### src/rtl/error_statistics.sv
// Batch statistics over a residual stream: sum of squares, max |error|, mean, and over-threshold count.
// The mean comes from a sequential restoring divider that retires one quotient bit per cycle.
module error_statistics #(
    parameter int DATA_WIDTH   = 20,
    parameter int SAMPLE_COUNT = 150,
    parameter int CNT_WIDTH    = 8,
    parameter int SUM_WIDTH    = 28,
    parameter int ACC_WIDTH    = 48
) (
    input  logic                  clk,
    input  logic                  reset,
    input  logic                  start,
    input  logic [DATA_WIDTH-1:0] threshold,
    input  logic                  error_valid,
    input  logic [DATA_WIDTH-1:0] error,
    output logic                  busy,
    output logic                  done,
    output logic [ACC_WIDTH-1:0]  sum_sq_error,
    output logic [DATA_WIDTH-1:0] max_abs_error,
    output logic [DATA_WIDTH-1:0] mean_error,
    output logic [CNT_WIDTH-1:0]  over_count
);

    localparam int DIV_CNT_WIDTH = $clog2(SUM_WIDTH + 1);
    localparam int SQ_WIDTH      = 2 * DATA_WIDTH;
    localparam int REM_WIDTH     = CNT_WIDTH + 1;

    typedef enum logic [1:0] {
        IDLE,
        ACCUM,
        DIVIDE,
        DONE
    } state_t;

    state_t state, next_state;

    logic [DATA_WIDTH-1:0]    thresh_q;
    logic [CNT_WIDTH-1:0]     sample_cnt;
    logic [SUM_WIDTH-1:0]     sum_q;
    logic [SUM_WIDTH-1:0]     div_q;
    logic [CNT_WIDTH-1:0]     div_r;
    logic [DIV_CNT_WIDTH-1:0] div_cnt;
    logic                     div_neg;

    logic [DATA_WIDTH-1:0] abs_err;
    logic [SQ_WIDTH-1:0]   sq_err;
    logic [SUM_WIDTH-1:0]  err_ext;
    logic [SUM_WIDTH-1:0]  sum_next;
    logic [SUM_WIDTH-1:0]  sum_mag;
    logic                  sample_take;
    logic                  last_sample;
    logic [REM_WIDTH-1:0]  div_trial;
    logic                  div_ge;
    logic [CNT_WIDTH-1:0]  div_r_next;
    logic [SUM_WIDTH-1:0]  div_q_next;
    logic                  div_last;
    logic [DATA_WIDTH-1:0] quot_lo;
    logic [DATA_WIDTH-1:0] mean_next;

    // Magnitude is unsigned DATA_WIDTH, so the most negative residual maps to 2^(DATA_WIDTH-1).
    always_comb begin
        abs_err     = error[DATA_WIDTH-1] ? (~error + DATA_WIDTH'(1)) : error;
        sq_err      = SQ_WIDTH'(abs_err) * SQ_WIDTH'(abs_err);
        err_ext     = {{(SUM_WIDTH-DATA_WIDTH){error[DATA_WIDTH-1]}}, error};
        sum_next    = sum_q + err_ext;
        sum_mag     = sum_next[SUM_WIDTH-1] ? (~sum_next + SUM_WIDTH'(1)) : sum_next;
        sample_take = (state == ACCUM) && error_valid;
        last_sample = sample_take && (sample_cnt == CNT_WIDTH'(SAMPLE_COUNT - 1));
    end

    always_comb begin
        div_trial  = {div_r, div_q[SUM_WIDTH-1]};
        div_ge     = div_trial >= REM_WIDTH'(SAMPLE_COUNT);
        div_r_next = div_ge ? CNT_WIDTH'(div_trial - REM_WIDTH'(SAMPLE_COUNT))
                            : div_trial[CNT_WIDTH-1:0];
        div_q_next = {div_q[SUM_WIDTH-2:0], div_ge};
        div_last   = div_cnt == DIV_CNT_WIDTH'(SUM_WIDTH);
        quot_lo    = div_q[DATA_WIDTH-1:0];
        mean_next  = div_neg ? (~quot_lo + DATA_WIDTH'(1)) : quot_lo;
    end

    always_ff @(posedge clk or negedge reset) begin
        if (!reset) begin
            state <= IDLE;
        end else begin
            state <= next_state;
        end
    end

    always_comb begin
        next_state = state;
        busy       = 1'b0;
        done       = 1'b0;
        case (state)
            IDLE: begin
                if (start) begin
                    next_state = ACCUM;
                end
            end
            ACCUM: begin
                busy = 1'b1;
                if (last_sample) begin
                    next_state = DIVIDE;
                end
            end
            DIVIDE: begin
                busy = 1'b1;
                if (div_last) begin
                    next_state = DONE;
                end
            end
            DONE: begin
                done       = 1'b1;
                next_state = IDLE;
            end
            default: next_state = IDLE;
        endcase
    end

    always_ff @(posedge clk or negedge reset) begin
        if (!reset) begin
            thresh_q      <= '0;
            sample_cnt    <= '0;
            sum_q         <= '0;
            div_q         <= '0;
            div_r         <= '0;
            div_cnt       <= '0;
            div_neg       <= 1'b0;
            sum_sq_error  <= '0;
            max_abs_error <= '0;
            mean_error    <= '0;
            over_count    <= '0;
        end else begin
            case (state)
                IDLE: begin
                    if (start) begin
                        thresh_q      <= threshold;
                        sample_cnt    <= '0;
                        sum_q         <= '0;
                        sum_sq_error  <= '0;
                        max_abs_error <= '0;
                        mean_error    <= '0;
                        over_count    <= '0;
                    end
                end
                ACCUM: begin
                    if (sample_take) begin
                        sum_q        <= sum_next;
                        sum_sq_error <= sum_sq_error + ACC_WIDTH'(sq_err);
                        sample_cnt   <= sample_cnt + CNT_WIDTH'(1);
                        if (abs_err > max_abs_error) begin
                            max_abs_error <= abs_err;
                        end
                        if (abs_err > thresh_q) begin
                            over_count <= over_count + CNT_WIDTH'(1);
                        end
                        // Divider is seeded from the final sum on the same edge that takes the last sample.
                        if (last_sample) begin
                            div_q   <= sum_mag;
                            div_r   <= '0;
                            div_cnt <= '0;
                            div_neg <= sum_next[SUM_WIDTH-1];
                        end
                    end
                end
                DIVIDE: begin
                    if (div_last) begin
                        mean_error <= mean_next;
                    end else begin
                        div_q   <= div_q_next;
                        div_r   <= div_r_next;
                        div_cnt <= div_cnt + DIV_CNT_WIDTH'(1);
                    end
                end
                default: begin
                end
            endcase
        end
    end

endmodule

### config.mk
export PLATFORM = sky130hd
export DESIGN_NAME = error_statistics
export DESIGN_NICKNAME = d
export VERILOG_FILES = /design/src/rtl/error_statistics.sv
export SDC_FILE = /design/constraint.sdc
export NUM_CORES = 1
export LEC_CHECK = 0
export CORE_AREA = 2 2 322 165
export DETAILED_ROUTE_END_ITERATION = 12
export DIE_AREA = 0 0 324 167
export GPL_ROUTABILITY_DRIVEN = 0
export PLACE_DENSITY_LB_ADDON = 0.2
export SYNTH_ARGS = -nofsm -noshare
export SYNTH_HDL_FRONTEND = slang
export SYNTH_SLANG_ARGS = --single-unit
### constraint.sdc
create_clock -name clk -period 7.82 [get_ports clk]
set_input_delay 1.173 -clock clk [delete_from_list [all_inputs] [get_ports clk]]
set_output_delay 1.173 -clock clk [all_outputs]
set_load 0.005 [all_outputs]
# Yosys cells after proc, flatten, opt, wreduce, memory -nomap -nowiden
# Index checks and enable logic that the tools add are counted.
# word_totals
regBits	196
inputBits	44
elab_cells	95
out_inout_bits	98
# op_classes
mul	1
muxes	40
add_sub_neg	9
n_lt_le_gt_ge	3
n_eq_ne	12
reduce_logical	15
n_bitwise	3
# ops
op	count
$mux 28	6
$mux 20	6
$pmux 28 s2	2
$mux 48	2
$pmux 48 s2	1
$pmux 20 s2	2
$mux 8	8
$add 48x40->48	1
$pmux 8 s2	3
$add 20x1->20 const B	2
$gt 20x20->1	2
$mul 20x20->40	1
$not 20->20	2
$add 28x1->28 const B	1
$add 28x28->28	1
$not 28->28	1
$add 8x1->8 const B	2
$mux 5	3
$reduce_and 3->1	4
$reduce_and 4->1	3
$ne 2x2->1 const B	5
$pmux 5 s2	1
$ge 9x8->1 const B	1
$eq 8x8->1 const B	1
other kinds (14)	22

# Depth between registers and ports, before layout
# logic_depth
depth_word	7
ltp_mapped	36
ltp_nobuf	32

# Worst setup path before layout
# OpenSTA, ideal clock, no wires.
# synth_timing
kind	in2reg
from	input error[5]
to	register sum_sq_error[42]
setup_slack_ns	-1.802
t_required_ns	7.698
path_stages	32
path_buffers	1
setup_time_ns	0.122
arrival_ns	9.500
cell_sequence	or4_1 nor4_1 nand2b_1 or3_1 o41ai_1 xor2_1 inv_1 clkbuf_1 nand2_1 fa_1 inv_1 fa_1 inv_1 fa_1 inv_1 fa_1 fa_1 fa_1 inv_1 fa_1 inv_1 ha_1 a21oi_1 o21ai_0 a21o_1 a21o_1 a311oi_1 o211ai_1 a21oi_1 o31ai_1 or3_1 a32o_1
# synth_between
elab_chain_cells	7
# synth_rtl
item	line	text
start, declared	15	input logic [DATA_WIDTH-1:0] error,
$not 20->20	62	abs_err = error[DATA_WIDTH-1] ? (~error + DATA_WIDTH'(1)) : error;
$add 20x1->20	62	
$mux 20 (*)	62	
$mul 20x20->40 (*)	63	sq_err = SQ_WIDTH'(abs_err) * SQ_WIDTH'(abs_err);
$add 48x40->48 (*)	149	sum_sq_error <= sum_sq_error + ACC_WIDTH'(sq_err);
$mux 48 (*)	147	if (sample_take) begin
$pmux 48 s2 (*)	134	case (state)
end signal, assigned	149	
end, declared	18	output logic [ACC_WIDTH-1:0] sum_sq_error,
# Mark *: on every way between the ends. The rest lies on a longest branch, timed or not. The select of a mux whose other input is x is not followed.
# A chain may end at the register's enable or synchronous reset.

# Worst setup path after layout
# Same ends and word-level chain as after synthesis.

==> results_dict.tcl <==
set metrics [dict create \
    synth.area.top_cells "sky130_fd_sc_hd__fa_1, sky130_fd_sc_hd__dfrtp_1, sky130_fd_sc_hd__ha_1" \
    cts-root-to-sink-buffers 2 \
    synth_simple_gate_area_share_pct 11.64 \
    worst_path_max_delay_cell "sky130_fd_sc_hd__or4_4" \
    postSynth.asyncResetShare_pct 100.0 \
    routed_wire_length_per_instance_um 21.74 \
    cp_data_arrival_time_ns 9.85 \
    placeableCoreArea_um2 51310 \
    clock_latency_ns 0.49 \
    outcome "complete, but fails checks" \
    rsz_0062_raised_after_global_routing "true" \
    ys_ff_latch 196 \
    final_core_utilization_pct 60.88 \
    synth_top_family_by_area "adder cells" \
    antenna_violations_before_repair 0 \
    max_cap_violations 0 \
    root_buffer_cell "sky130_fd_sc_hd__clkbuf_16" \
    crit_path_start_kind "input pin" \
    drv_slew 0 \
    multi_input_comb_area_um2 18270 \
    netlist.area_leader.share_pct 26.07 \
    holdBufCountCts 0 \
    grt_remaining_overflow 0 \
    synth_xor_area_share_pct 4.714 \
    critical_path_required_ns 8.19 \
    maximum_number_of_pins_on_one_net_before_global_route_repair 106 \
    antenna_cells_inserted 0 \
    grt_pass1_wl_mm 128.5 \
    routed_wl_mm 83.65 \
    layout_setup_ws_ns -1.660 \
    crit_type "input pin to flop" \
    cp_common_cell "sky130_fd_sc_hd__fa_1" \
    globalRouteTotalUtil_pct 31.31 \
    timing.max_slew.rel_slack_pct 13.38 \
    full_die_area_um2 54110 \
    drive_above_1_share_pct 21.83 \
    synthToLayoutAreaGrowth_pct 28.32 \
    fmax_mhz 105.5 \
    grt_pass1_vias 21860 \
    drc 0 \
    floorplan.die.width_um 324 \
    mean_post_synth_cell_area_um2 9.144 \
    drtIter0Drc 2316 \
    critical_path.max_fanout 5 \
    period_minus_slack_ns 9.480 \
    clock-sinks 196 \
    finalCritPeriodShare_pct 121.2 \
    finalNonFillerCells 3848 \
    hpwl_dp_mm 66.58 \
    finalNetCount 3729 \
    synth.largest_area_cell "sky130_fd_sc_hd__fa_1" \
    setup.worst_path.end_class "flop" \
    synth-main-ff-cell "sky130_fd_sc_hd__dfrtp_1" \
    timing.setup.tns_ns -37.88 \
    placement.io_buffers 141 \
    clock-skew-final_ns 0.01418 \
    design.portCount 142 \
    placedCellCount 3775 \
    std_cell_rows 59 \
    synth_cells 2662 \
    most_common_cell_in_the_netlist "sky130_fd_sc_hd__inv_1" \
    synth-edff-count 0 \
    synth_compound_area_share_pct 14.13 \
    yosys.area_share.adder_pct 38.05 \
    final_antenna_net_count 0 \
    worst_slew_pin_tran_ns 1.283 \
    h-tree-depth 4 \
    die_height_um 167 \
    synth_mux_area_share_pct 1.357 \
    syn_area_um2 24340 \
    viasPerCell 5.577 \
    synth_warnings 0 \
    clkSlewWorstSetupHoldPaths_ns 0.08 \
    cts-buffers-inserted 17 \
    ys_top_cells_by_count "sky130_fd_sc_hd__inv_1, sky130_fd_sc_hd__fa_1, sky130_fd_sc_hd__ha_1, sky130_fd_sc_hd__nand2_1, sky130_fd_sc_hd__dfrtp_1" \
    critical-path-max-stage-delay_ns 0.59 \
    holdCritPathClass "flop to flop" \
    first_pass_iters 6 \
    synth_cell_type_count 92 \
    fill_cells 4326 \
    setup-violations-final 34 \
    seq_area_frac_synth_pct 20.15 \
    vias 21460 \
    initial_utilization_pct 47.44 \
    timing_hold_violations_final 0 \
    area.sequential_um2 4905 \
    tritoncts "yes" \
    violations "setup timing" \
    r2r_slack_ns 1.17 \
]
layout by cell type, fill, tap and decap left out, types with 11 or more instances in the layout:
master,synthesis,layout
sky130_fd_sc_hd__inv_1,535,505
sky130_fd_sc_hd__buf_4,0,348
sky130_fd_sc_hd__fa_1,317,311
sky130_fd_sc_hd__ha_1,233,213
sky130_fd_sc_hd__nand2_1,233,207
sky130_fd_sc_hd__dfrtp_1,196,196
sky130_fd_sc_hd__nor2_1,158,136
sky130_fd_sc_hd__clkdlybuf4s50_1,0,131
sky130_fd_sc_hd__o21ai_0,149,116
sky130_fd_sc_hd__xor2_1,77,70
sky130_fd_sc_hd__a21oi_1,79,63
sky130_fd_sc_hd__a21o_1,53,51
sky130_fd_sc_hd__xnor2_1,54,44
sky130_fd_sc_hd__buf_6,1,39
sky130_fd_sc_hd__nand3_1,35,32
sky130_fd_sc_hd__inv_2,5,31
sky130_fd_sc_hd__o21ai_1,10,30
sky130_fd_sc_hd__nand4_1,26,26
sky130_fd_sc_hd__a22o_1,25,25
sky130_fd_sc_hd__nor3_1,28,24
sky130_fd_sc_hd__mux2_2,24,24
sky130_fd_sc_hd__and3_1,22,21
sky130_fd_sc_hd__nand2b_1,22,19
sky130_fd_sc_hd__ha_4,0,19
sky130_fd_sc_hd__nand2_2,0,18
sky130_fd_sc_hd__o2bb2ai_1,18,18
sky130_fd_sc_hd__a22oi_1,18,18
sky130_fd_sc_hd__clkbuf_16,0,17
sky130_fd_sc_hd__o21a_1,17,16
sky130_fd_sc_hd__conb_1,2,15
sky130_fd_sc_hd__o31ai_1,19,14
sky130_fd_sc_hd__nor2_2,0,12
sky130_fd_sc_hd__a31oi_1,14,11
sky130_fd_sc_hd__o211ai_1,11,11
sky130_fd_sc_hd__or3_1,14,11
kinds of logic after synthesis:
logic type      Yosys count
compound gates          511
other cells               2
flops                   196
fa+ha+maj               550
simple gates            606
mux                      30
buf+inv                 636
xor+xnor                131
worst max-delay path, delay by kind of cell:
family	cells	cell delay [ns]
AO/OA/AOI/OAI	9	1.89
XOR/XNOR	1	0.19
adder cells (fa/ha/maj)	8	3.76
buffers and inverters	8	0.73
AND/OR/NAND/NOR	7	2.06
state kept, by name (all words and copies together) (netlist names), 8 cells and up:
| signal | flops |
|---|---|
| max_abs_error | 20 |
| thresh_q | 20 |
| over_count | 8 |
| div_r | 8 |
| sum_q | 28 |
| sum_sq_error | 48 |
| mean_error | 20 |
| div_q | 28 |
| sample_cnt | 8 |
worst paths after layout:
kind / to / cells past startpoint / start
min in group asynchronous: sum_sq_error[24] / 1 / reset
worst min-delay path: mean_error[12] / 2 / mean_error[12]
worst max register to register: sum_sq_error[42] / 22 / sum_sq_error[15]
worst min register to register: mean_error[12] / 2 / mean_error[12]
max in group asynchronous: div_q[22] / 2 / reset
worst max-delay path: sum_sq_error[42] / 33 / error[5]
layout make-up:
type	instances	area share, %
Inverter	544	6.614
Multi-Input combinational cell	1843	58.49
Tap cell	701	2.808
Timing Repair Buffer	532	14.54
Clock buffer	18	1.374
Sequential cell	196	15.70
Timing Repair inverter	1	0.02403
Clock inverter	13	0.4446
what timing repair did:
item / CTS / global route
pin swaps: 80 / 82
setup endpoints to repair: 37 / 36
gates cloned: 1 / 0
resized for setup: 95 / 139
endpoints found under the hold margin: 0 / 0
buffers inserted: 24 / 24
per-stage QoR:
step / area, µm² / hold slack, ns / worst slack [ns]
final: 31240 / 0.4917 / -1.660
after global placement: 29510 / 0.4693 / -2.454
after CTS: 30580 / 0.4971 / -1.430
after floorplan: 25040 / 0.4538 / -1.194
after detailed placement: 29510 / 0.4764 / -2.586
after global routing: 31240 / 0.5253 / -1.912
metal layers:
metal | routed length [µm] | vias up | track usage, %
met5 | 0 | - | 0
met2 | 33210 | 1015 | 41.28
met1 | 38440 | 10720 | 48.26
met4 | 1857 | 0 | 7.649
li1 | - | 9590 | -
met3 | 10140 | 136 | 10.82
Power is not shown: default switching activity piles up to over one toggle a cycle in this logic, so the estimate is an artifact.
